--- src/rtl/alu_seq.sv ---
// Multi-cycle ALU with a start/busy/done handshake: single-cycle add/comp/and/xor,
// a serial one-bit-per-cycle shifter and an iterative shift-add multiplier.
module alu_seq #(
  parameter int WIDTH = 32
) (
  input  logic             clk,
  input  logic             rst,
  input  logic             start,
  input  logic [2:0]       op,
  input  logic             dir,
  input  logic             cin,
  input  logic [WIDTH-1:0] reg1,
  input  logic [WIDTH-1:0] reg2,
  output logic             busy,
  output logic             done,
  output logic [WIDTH-1:0] res,
  output logic             carryFlag,
  output logic             zeroFlag,
  output logic             negFlag,
  output logic             overflowFlag,
  output logic             updateCarry
);

  localparam int SHAMT_W = $clog2(WIDTH);
  localparam int CNT_W   = SHAMT_W + 1;

  typedef enum logic [1:0] {IDLE, SHIFT, MUL} state_t;
  typedef enum logic [2:0] {
    OP_ADD  = 3'b000,
    OP_COMP = 3'b001,
    OP_AND  = 3'b010,
    OP_XOR  = 3'b011,
    OP_SHL  = 3'b100,
    OP_SHA  = 3'b101,
    OP_MUL  = 3'b110,
    OP_ILL  = 3'b111
  } op_t;

  state_t             state;
  logic [CNT_W-1:0]   cnt;
  logic [WIDTH-1:0]   work;
  logic               sdir;
  logic               sarith;
  logic [WIDTH-1:0]   mcand;
  logic [WIDTH-1:0]   mplier;
  logic [WIDTH-1:0]   acc;

  logic [WIDTH:0]     sum;
  logic [WIDTH-1:0]   negated;
  logic [WIDTH-1:0]   imm;
  logic [WIDTH-1:0]   sh_next;
  logic [WIDTH-1:0]   acc_next;
  logic [WIDTH-1:0]   fin;
  logic [SHAMT_W-1:0] shamt;
  logic               add_ovf;
  logic               comp_ovf;

  always_comb begin
    sum      = {1'b0, reg1} + {1'b0, reg2} + {{WIDTH{1'b0}}, cin};
    negated  = ~reg2 + WIDTH'(1);
    shamt    = reg2[SHAMT_W-1:0];
    add_ovf  = (reg1[WIDTH-1] == reg2[WIDTH-1]) && (sum[WIDTH-1] != reg1[WIDTH-1]);
    comp_ovf = (reg2 == {1'b1, {(WIDTH-1){1'b0}}});

    case (op_t'(op))
      OP_ADD:  imm = sum[WIDTH-1:0];
      OP_COMP: imm = negated;
      OP_AND:  imm = reg1 & reg2;
      OP_XOR:  imm = reg1 ^ reg2;
      default: imm = reg1;
    endcase

    // Arithmetic right keeps the MSB, which is always the original sign bit.
    if (sdir) sh_next = {sarith & work[WIDTH-1], work[WIDTH-1:1]};
    else      sh_next = {work[WIDTH-2:0], 1'b0};

    acc_next = acc + (mplier[0] ? mcand : '0);

    case (state)
      SHIFT:   fin = sh_next;
      MUL:     fin = acc_next;
      default: fin = imm;
    endcase
  end

  always_ff @(posedge clk or negedge rst) begin
    if (!rst) begin
      state        <= IDLE;
      cnt          <= '0;
      work         <= '0;
      sdir         <= 1'b0;
      sarith       <= 1'b0;
      mcand        <= '0;
      mplier       <= '0;
      acc          <= '0;
      busy         <= 1'b0;
      done         <= 1'b0;
      res          <= '0;
      carryFlag    <= 1'b0;
      zeroFlag     <= 1'b0;
      negFlag      <= 1'b0;
      overflowFlag <= 1'b0;
      updateCarry  <= 1'b0;
    end else begin
      done        <= 1'b0;
      updateCarry <= 1'b0;
      case (state)
        IDLE: begin
          if (start) begin
            case (op_t'(op))
              OP_ADD, OP_COMP, OP_AND, OP_XOR: begin
                res      <= fin;
                zeroFlag <= (fin == '0);
                negFlag  <= fin[WIDTH-1];
                done     <= 1'b1;
                if (op_t'(op) == OP_ADD) begin
                  carryFlag    <= sum[WIDTH];
                  overflowFlag <= add_ovf;
                  updateCarry  <= 1'b1;
                end else if (op_t'(op) == OP_COMP) begin
                  carryFlag    <= (reg2 == '0);
                  overflowFlag <= comp_ovf;
                  updateCarry  <= 1'b1;
                end
              end
              OP_SHL, OP_SHA: begin
                if (shamt == '0) begin
                  res      <= fin;
                  zeroFlag <= (fin == '0);
                  negFlag  <= fin[WIDTH-1];
                  done     <= 1'b1;
                end else begin
                  work   <= reg1;
                  sdir   <= dir;
                  sarith <= op[0];
                  cnt    <= CNT_W'(shamt);
                  busy   <= 1'b1;
                  state  <= SHIFT;
                end
              end
              OP_MUL: begin
                acc    <= '0;
                mcand  <= reg1;
                mplier <= reg2;
                cnt    <= CNT_W'(WIDTH);
                busy   <= 1'b1;
                state  <= MUL;
              end
              default: done <= 1'b1;
            endcase
          end
        end
        SHIFT: begin
          work <= sh_next;
          cnt  <= cnt - CNT_W'(1);
          if (cnt == CNT_W'(1)) begin
            res      <= fin;
            zeroFlag <= (fin == '0);
            negFlag  <= fin[WIDTH-1];
            done     <= 1'b1;
            busy     <= 1'b0;
            state    <= IDLE;
          end
        end
        MUL: begin
          acc    <= acc_next;
          mcand  <= mcand << 1;
          mplier <= mplier >> 1;
          cnt    <= cnt - CNT_W'(1);
          if (cnt == CNT_W'(1)) begin
            res      <= fin;
            zeroFlag <= (fin == '0);
            negFlag  <= fin[WIDTH-1];
            done     <= 1'b1;
            busy     <= 1'b0;
            state    <= IDLE;
          end
        end
        default: state <= IDLE;
      endcase
    end
  end

endmodule

--- config.mk ---
export PLATFORM = sky130hd
export DESIGN_NAME = alu_seq
export DESIGN_NICKNAME = d
export VERILOG_FILES = /design/src/rtl/alu_seq.sv
export SDC_FILE = /design/constraint.sdc
export NUM_CORES = 1
export LEC_CHECK = 0
export ABC_AREA = 1
export BUFFER_PORTS_ARGS = -buffer_cell sky130_fd_sc_hd__buf_2
export CAP_MARGIN = 30
export CORE_UTILIZATION = 35
export DETAILED_ROUTE_END_ITERATION = 16
export GPL_TIMING_DRIVEN = 0
export HOLD_SLACK_MARGIN = 0.15
export PLACE_DENSITY = 0.61
export SLEW_MARGIN = 10
export SYNTH_ARGS = -nofsm -noshare
export SYNTH_HDL_FRONTEND = slang
export SYNTH_SLANG_ARGS = --single-unit
--- constraint.sdc ---
create_clock -name clk -period 7.5 [get_ports clk]
set_clock_uncertainty 0.15 [all_clocks]
set_input_delay 0.75 -clock clk [delete_from_list [all_inputs] [get_ports clk]]
set_output_delay 0.75 -clock clk [all_outputs]
set_load 0.05 [all_outputs]
# Yosys cells after proc, flatten, opt, wreduce, memory -nomap -nowiden
# Cells that the tools add are included.
# Widths: inputs -> output; s select.
[classes]
add_sub_neg = 5
reduce_logical = 21
muxes = 60
eq_ne = 21
n_bitwise = 5
[op_table]
columns = ["cell", "n"]
rows = [
  ["$mux 32", 14],
  ["$pmux 32 s2", 7],
  ["$pmux 32 s4", 1],
  ["$logic_not 32->1", 2],
  ["$add 32x32->33", 1],
  ["$add 33x1->33", 1],
  ["$add 32x1->32 const B", 1],
  ["$add 32x32->32", 1],
  ["$and 32x32->32", 1],
  ["$eq 32x32->1 const B", 1],
  ["$not 32->32", 1],
  ["$xor 32x32->32", 1],
  ["$pmux 6 s2", 2],
  ["$mux 1", 21],
  ["$reduce_and 4->1", 5],
  ["$pmux 1 s2", 8],
  ["$mux 6", 2],
  ["$reduce_and 5->1", 2],
  ["$eq 3x3->1 const B", 3],
  ["$pmux 2 s2", 2],
  ["$reduce_bool 2->1", 4],
  ["$eq 3x2->1 const B", 2],
  ["$eq 6x1->1 const B", 1],
  ["$mux 2", 3],
  ["19 further kinds", 25],
]
[totals]
elab_cells = 128
register_bits = 177
out_inout_bits = 39

# Depth between registers and ports, before layout
# Gate-level depths: netlist of the first run.
[logic_depth]
word_depth = 9
mapped_depth = 25
depth_no_buf = 23

# Worst setup path after synthesis of the first run
# Ideal clock, no wire load.
[synth_path]
path_type = "input to register"
start = "in cin"
end = "reg zeroFlag"
required_ns = 7.284
arrival_time_ns = 2.783
setup_ns = 0.066
path_slack_ns = 4.501
cell_stages = 17
n_path_buf = 0
path_cell_list = "fa_1 fa_1 nand3_1 nand2_1 nand3_1 nand3_1 nand2_1 nand3b_1 nand3_1 nand2_1 nand2_1 nand2_1 nor2_1 nand3_1 nor2_1 nand3_1 nand2_1"
[synth_between]
elab_chain_cells = 8
[synth_rtl]
columns = ["item", "line", "source"]
rows = [
  ["from (decl)", "11", "input logic cin,"],
  ["$add 33x1->33 *", "59", "sum = {1'b0, reg1} + {1'b0, reg2} + {{WIDTH{1'b0}}, cin};"],
  ["$pmux 32 s4 *", "65", "case (op_t'(op))"],
  ["$pmux 32 s2 *", "79", "case (state)"],
  ["$logic_not 32->1 *", "n/a", ""],
  ["$mux 1", "127", "if (shamt == '0) begin"],
  ["$pmux 1 s2", "110", "case (op_t'(op))"],
  ["$mux 1", "109", "if (start) begin"],
  ["$pmux 1 s2 *", "107", "case (state)"],
  ["to (signal assigned)", "113", "zeroFlag <= (fin == '0);"],
  ["to (signal assigned)", "129", "zeroFlag <= (fin == '0);"],
  ["to (signal assigned)", "158", "zeroFlag <= (fin == '0);"],
  ["to (decl)", "18", "output logic zeroFlag,"],
]
# Mark *: on every way between the ends. The rest lies on a longest branch, timed or not. The select of a mux whose other input is x is not followed.
# A chain may end at the register's enable or synchronous reset.

# Final worst setup path of the first run
[layout_path]
start = "reg mplier[0]"
end = "reg zeroFlag"
[layout_between]
elab_chain_cells = 8
[layout_rtl]
columns = ["item", "line", "source"]
rows = [
  ["from (decl)", "45", "logic [WIDTH-1:0] mplier;"],
  ["from (signal assigned)", "144", "mplier <= reg2;"],
  ["from (signal assigned)", "168", "mplier <= mplier >> 1;"],
  ["$mux 32 *", "77", "acc_next = acc + (mplier[0] ? mcand : '0);"],
  ["$add 32x32->32 *", "77", ""],
  ["$pmux 32 s2 *", "79", ""],
  ["$logic_not 32->1 *", "n/a", ""],
  ["$mux 1", "127", ""],
  ["$pmux 1 s2", "110", ""],
  ["$mux 1", "109", ""],
  ["$pmux 1 s2 *", "107", ""],
]
# Marked as above.

==> metrics.md, run 1 <==
| Metric | Value |
|---|---|
| Share of power burned in the clock network | `13.7%` |
| Synth async-reset ratio | `100%` |
| R2r setup slk | `3500 ps` |
| Pwr/cell area | `roughly 390 mW/mm2` |
| WL per Instance | `about 19 um` |
| Worst path required time | `between 7000 and 8000 ps` |
| Yosys top cell area share | `27.6%` |
| Reg clk slew, reported paths | `about 80 ps` |
| Min-delay worst type | `reg -> reg` |
| Number of global-route vias before repair | `around 17000` |
| H-tree Lvls | `4` |
| Synth area leader | `dfrtp_1` |
| Avg Cell Area, Syn | `5.94 um2` |
| Sw Pwr | `3820 uW` |
| HPWL after DPL | `about 55000 um` |
| DRC viols | `0` |
| Clock latency at the later pin of the worst-skew pair | `~470 ps` |
| Distinct cells, synth | `47` |
| Routability Congestion | `between 1 and 1.5` |
| Most frequent cells in the layout | `nand2_1 (985), inv_1 (391), nor2_1 (245)` |
| I/O Pins | `roughly 110` |
| Most common cell after layout, fill and taps aside | `nand2_1` |
| Area Growth Syn to Fin | `12.3%` |
| Register area share after synthesis | `between 20% and 30%` |
| RSZ-0062 raised after global routing | `no` |
| Post-CTS setup buffer count | `0` |
| Met2 WL post-DR | `31300 um` |
| Maximum VDD drop | `about 0.17 mV` |
| Post-layout worst setup margin | `approximately 3500 ps` |
| First-pass GRT wire length | `101000 um` |
| Clock Sinks | `roughly 180` |
| Logic gate share of total power | `62.8%` |
| Syn Nets | `2833` |
| Fmax | `250 MHz` |
| WL met3 | `~4000 um` |
| Largest net degree at the start of global routing | `100` |
| Worst Path Class, Setup | `reg -> reg` |
| Sequential share of power | `a little under a quarter` |
| Detailed-route wire length | `roughly 67000 um` |
| Number of flops mapped to enable cells by yosys | `0` |
| Total number of vias | `17801` |
| Total GRT Usage | `between 20% and 30%` |
| GRT overflow | `0` |
| Slew headroom | `around 31%` |
| DR top layer | `met5` |
| Port Buffers | `roughly 110` |
| Width of the die | `roughly 220 um` |
| Core area | `around 0.045 mm2` |
| Switching Fraction | `between 50% and 60%` |
| PostCTS Resize Cnt | `0` |
| FILL cells | `4904` |
| Worst path max stage delay | `between 400 and 500 ps` |
| Antenna Cells | `0` |
| Pint | `3150 uW` |
| Root Driver | `clkbuf_16` |
| Setup_tns | `0 ps` |
| Crit Reg-Reg Startpoint | `mplier[0]` |
| Hold depth | `2` |
| WHS Endpoint | `res[10]` |
| Detail Route Antenna Nets | `0` |
| Post-route clock period utilization | `53.4%` |
| Netlist Area Pre-Place | `0.0159 mm2` |
| Slowest CP cell | `clkbuf_1` |
| Fin. max-slew vios | `0` |
| Worst-Margin Slew | `1020 ps` |
| Initial core utilization | `about 36%` |
| Min-delay src | `res[10]` |
| R2r worst-path depth | `22` |
| Nets | `approximately 3000` |
| Die H | `~220 um` |
| Clock buffer depth | `2` |
| Tmin final | `approximately 4000 ps` |
| Pleak | `~0.0097 uW` |
| Worst Path Arrival | `about 4300 ps` |
| Num rows | `77` |
| Worst setup EP type | `flop` |
| Most used DFF post-synth | `dfrtp_1` |
| Synthesis-stage register bit count | `approximately 180` |
| CTS tree | `yes` |
| Synth top area cells | `dfrtp_1 (28%), nand2_1 (23%), inv_1 (9.2%)` |
| Clock buffers created by TritonCTS | `17` |
| Synth Warn # | `0` |
| Final hold vios | `0` |
| Startpoint Class | `flop` |
| Crit-path max FO | `10` |
| CP cell instances | `clkbuf_1, clkbuf_1, nand2_1, inv_1, ha_1, fa_1, nand3_1, nand2_2, nand2_1, nand2_1, a21oi_1, o21ai_0, nand2_1, nand2_1, nand2_1, inv_1, nand3_1, nor2_1, nand3_1, nor2_1, nand3_1, nand2_1` |
| Initial antenna violation count | `2` |
| M1 wire length | `roughly 28000 um` |
| R2R Path End | `zeroFlag` |
| Post-Syn Instances | `approximately 2700` |
| Max-cap viol count | `0` |
| DIE AREA | `roughly 0.046 mm2` |
| Detailed Route Iter0 Violations | `1557` |
| Setup WS pre-CTS | `around 3500 ps` |
| DR pass1 iterations | `5` |
| Vias per Instance | `about 5.2` |
| Crit path top cell by count | `nand2_1` |
| Status | `complete, no violations` |
| Count of endpoints failing setup in the final report | `0` |
| Share of layout cells above drive strength 1 | `under 10%` |
-- power groups by stage --
| stage | sequential [uW] | combinational [uW] | clock (uW) |
|---|---|---|---|
| after floorplan | 1860 | 2730 | 0 |
| after global placement | 1630 | 4250 | 0 |
| after detailed placement | 1640 | 4300 | 0 |
| after CTS | 1630 | 4320 | 976 |
| after global routing | 1680 | 4850 | 1010 |
| final | 1640 | 4370 | 957 |
-- kinds of logic after synthesis --
logic type               share of synthesized area (%)
buffers and inverters                             12.6
AND/OR/NAND/NOR                                   39.7
AO/OA/AOI/OAI                                     13.9
flip-flops                                        27.6
XOR/XNOR                                         0.275
adder cells (fa/ha/maj)                           5.95
-- layer usage --
| layer | vias up | global-route usage, % |
|---|---|---|
| li1 | 8794 | - |
| met1 | 8262 | 36.3 |
| met2 | 617 | 48.4 |
| met3 | 126 | 3.97 |
| met4 | 2 | 14.1 |
| met5 | - | 0 |
-- worst max-delay path, delay by kind of cell (launching register included) --
family                   cells  cell delay, ps
buffers and inverters        4            1190
AO/OA/AOI/OAI                2             260
flip-flops                   1             320
adder cells (fa/ha/maj)      2             590
AND/OR/NAND/NOR             14            1430
-- cells in the mapped netlist, drive strengths merged (3+ instances only) --
cell,count
nand2,1002
inv,400
nor2,265
nand3,191
dfrtp,176
o21ai,168
a21oi,119
ha,71
a31oi,70
clkbuf,57
buf,38
nand4,31
nor3,21
a221oi,18
nand3b,16
o221ai,6
o211ai,4
o21bai,4
xor2,4
and2,3
clkinv,3
fa,3
o21a,3
o22ai,3
or2,3
-- flip-flops by register name (all words and copies together) (netlist names), 2 cells and up --
register and flops:
mcand 32, state 2, res 32, work 32, mplier 32, acc 32
cnt 6
-- through the flow --
step	total power [uW]	instances	hold slack (ps)	util (%)	cell area, um2
3_5_place_dp	5950	3390	315	38.8	17300
2_1_floorplan	4590	2687	302	-	15900
4_1_cts	6920	3422	331	40.1	17900
3_3_place_gp	5880	3388	313	38.6	17200
5_1_grt	7540	3422	355	40.1	17900
6_report	6970	3422	330	40.1	17900
-- worst max-delay path by stage --
| stage | startpoint | to | slack (ps) | cells past startpoint |
|---|---|---|---|---|
| global placement | rst | res[17] | 2560 | 1 |
| floorplan | cin | zeroFlag | 4500 | 17 |
| detailed placement | reg1[0] | carryFlag | 3480 | 15 |
| finish | mplier[0] | zeroFlag | 3500 | 22 |
| CTS | mplier[0] | zeroFlag | 3520 | 22 |
| global route | mplier[0] | zeroFlag | 3100 | 22 |
-- final cells by class --
| cell class | count | area, um2 | area share [%] |
|---|---|---|---|
| multi-input cells | 2013 | 9540 | 53.3 |
| repair buffers | 112 | 608 | 3.40 |
| clock buffers | 17 | 425 | 2.38 |
| well taps | 592 | 741 | 4.14 |
| plain buffers | 95 | 489 | 2.73 |
| clock inverters | 14 | 181 | 1.01 |
| inverters | 403 | 1510 | 8.45 |
| flip-flops and latches | 176 | 4400 | 24.6 |
-- repair_timing --
item	CTS	global route
setup endpoints to repair	0	0
hold buffers	1	0
endpoints found under the hold margin	35	0
Power figures use the tool's default switching activity.
==> inputs of run 2 (changes only) <==
- clock period: 7.5 -> 3.75 ns (I/O delays scaled with it)
==> metrics.md, run 2 (same netlist as run 1, synthesis figures left out) <==
| Metric | Value |
|---|---|
| Total number of vias | `about 18000` |
| Post-layout worst setup margin | `approximately 220 ps` |
| Min-delay worst type | `in -> reg` |
| Root Driver | `clkbuf_16` |
| CP cell instances | `dlygate4sd3_1, buf_2, ha_1, nand2_1, inv_1, nand2_1, nor2_1, nand4_1, nand3_1, nand2_1, nand3_1, nand2_1, nand2_1, nand2_1, nor2_1, nand3_1, nor2_1, nand3_1, nand2_1` |
| First-pass GRT wire length | `102000 um` |
| Nets | `about 3000` |
| Worst Path Class, Setup | `in -> reg` |
| Num rows | `77` |
| Crit-path max FO | `6` |
| Setup WS pre-CTS | `-229 ps` |
| Detail Route Antenna Nets | `0` |
| Port Buffers | `109` |
| Most frequent cells in the layout | `nand2_1 (984), inv_1 (390), nor2_1 (245)` |
| Maximum VDD drop | `0.341 mV` |
| DIE AREA | `between 0.04 and 0.05 mm2` |
| Antenna Cells | `0` |
| Clock buffer depth | `2` |
| Max-cap viol count | `0` |
| Fmax | `~280 MHz` |
| Vias per Instance | `a little over 5` |
| Core area | `around 0.045 mm2` |
| Crit path top cell by count | `nand2_1` |
| DRC viols | `0` |
| Area Growth Syn to Fin | `16.6%` |
| Largest net degree at the start of global routing | `100` |
| DR pass1 iterations | `6` |
| Status | `complete, no violations` |
| Worst path required time | `~4000 ps` |
| Number of global-route vias before repair | `around 17000` |
| Clock buffers created by TritonCTS | `17` |
| Initial core utilization | `between 30% and 40%` |
| Slew headroom | `a little over a third` |
| Final hold vios | `0` |
| HPWL after DPL | `55000 um` |
| Detailed-route wire length | `between 60000 and 70000 um` |
| Pwr/cell area | `754 mW/mm2` |
| RSZ-0062 raised after global routing | `no` |
| Family with the most delay on the worst path | `simple AND/OR/NAND/NOR gates` |
| Initial antenna violation count | `1` |
| I/O Pins | `around 110` |
| Slowest CP cell | `dlygate4sd3_1` |
| Count of endpoints failing setup in the final report | `0` |
| Post-route clock period utilization | `94.2%` |
| Detailed Route Iter0 Violations | `~1500` |
| Clock Sinks | `between 150 and 200` |
| Total GRT Usage | `around 29%` |
| CP Buf/Inv Count | `3` |
| Routability Congestion | `roughly 1.1` |
| Worst path max stage delay | `about 550 ps` |
| Reg clk slew, reported paths | `about 70 ps` |
| Width of the die | `215 um` |
| GRT overflow | `0` |
| Share of layout cells above drive strength 1 | `about 8.5%` |
| Post-CTS setup buffer count | `0` |
| Worst-Margin Slew | `971 ps` |
| Die H | `roughly 220 um` |
| Startpoint Class | `input pin` |
| Final Util | `about two fifths` |
| WL per Instance | `about 19 um` |
| Worst setup EP type | `flop` |
| Clock latency at the later pin of the worst-skew pair | `around 470 ps` |
| Most common cell after layout, fill and taps aside | `nand2_1` |
| Tmin final | `3530 ps` |
| Pleak | `approximately 0.01 uW` |
| Fin. max-slew vios | `0` |
| CTS tree | `yes` |
| H-tree Lvls | `4` |
| Worst Path Arrival | `approximately 3800 ps` |
==> run 2: cell types whose count changed in the layout (fill, tap and decap cells not counted), moves of 2 or more <==
cell / previous run / this run
o21ai_0: 165 / 163
ha_2: 0 / 2
ha_1: 71 / 69
clkbuf_1: 50 / 47
dlygate4sd3_1: 1 / 67
==> run 2: metal layers <==
layer  global-route usage, %  vias to the layer above  wire, um
li1                        -                     8921         -
met1                    36.4                     8421     28400
met2                    48.9                      604     31600
met3                    3.99                      127      3880
met4                    14.4                        2      3360
met5                       0                        -        11
==> run 2: worst paths after layout <==
| path | from | endpoint | slack, ps | cells past startpoint |
|---|---|---|---|---|
| max reg2reg | mplier[0] | zeroFlag | 340 | 20 |
| max in group asynchronous | rst | acc[24] | 2140 | 3 |
| min | start | sdir | 170 | 3 |
| min reg2reg | res[10] | res[10] | 330 | 2 |
| max | reg2[14] | zeroFlag | 220 | 19 |
| min in group asynchronous | rst | mplier[8] | 340 | 2 |
==> run 2: cell type report <==
cell class / count / area (um2)
fill: 4865 / 26000
multi-input combinational: 2013 / 9560
sequential: 176 / 4410
inverter: 403 / 1520
timing repair buffer: 178 / 1270
tap: 592 / 741
buffer: 94 / 490
clock buffer: 17 / 425
clock inverter: 14 / 181
==> run 2: where the power goes <==
group | switching [uW] | total, uW | internal, uW
sequential | 535 | 3290 | 2760
clock | 866 | 1920 | 1060
combinational | 6260 | 8800 | 2540
total | 7660 | 14000 | 6350
==> run 2: stage by stage <==
stage	area (um2)	cells	hold WS [ps]	TNS (ps)	total power (uW)
after detailed placement	17300	3390	265	-297	11900
after CTS	18600	3487	155	0	13900
after global placement	17200	3388	313	-137590	11800
after global routing	18600	3487	203	0	15200
after floorplan	15900	2687	-70.6	0	9180
final	18600	3487	173	0	14000
==> run 2: repair_timing <==
| item | CTS | global route |
|---|---|---|
| resized for setup | 1 | 15 |
| endpoints found under the setup margin | 2 | 3 |
| hold buffers | 67 | 0 |
| pin swaps | 0 | 0 |
| hold endpoints to repair | 150 | 0 |
==> run 2: worst reg2reg max path: stages, from the launching register on <==
cell      delay [ps]
dfrtp_2          490
clkbuf_1         260
nand2_1          100
inv_1             60
ha_1             380
nand2_1          120
inv_1             70
nand2_1          100
nor2_1           320
nand4_1          240
nand3_1          150
nand2_1           50
nand3_1          170
nand2_1           80
nand2_1           60
nand2_1          120
nor2_1           130
nand3_1           70
nor2_1           100
nand3_1           90
nand2_1           60
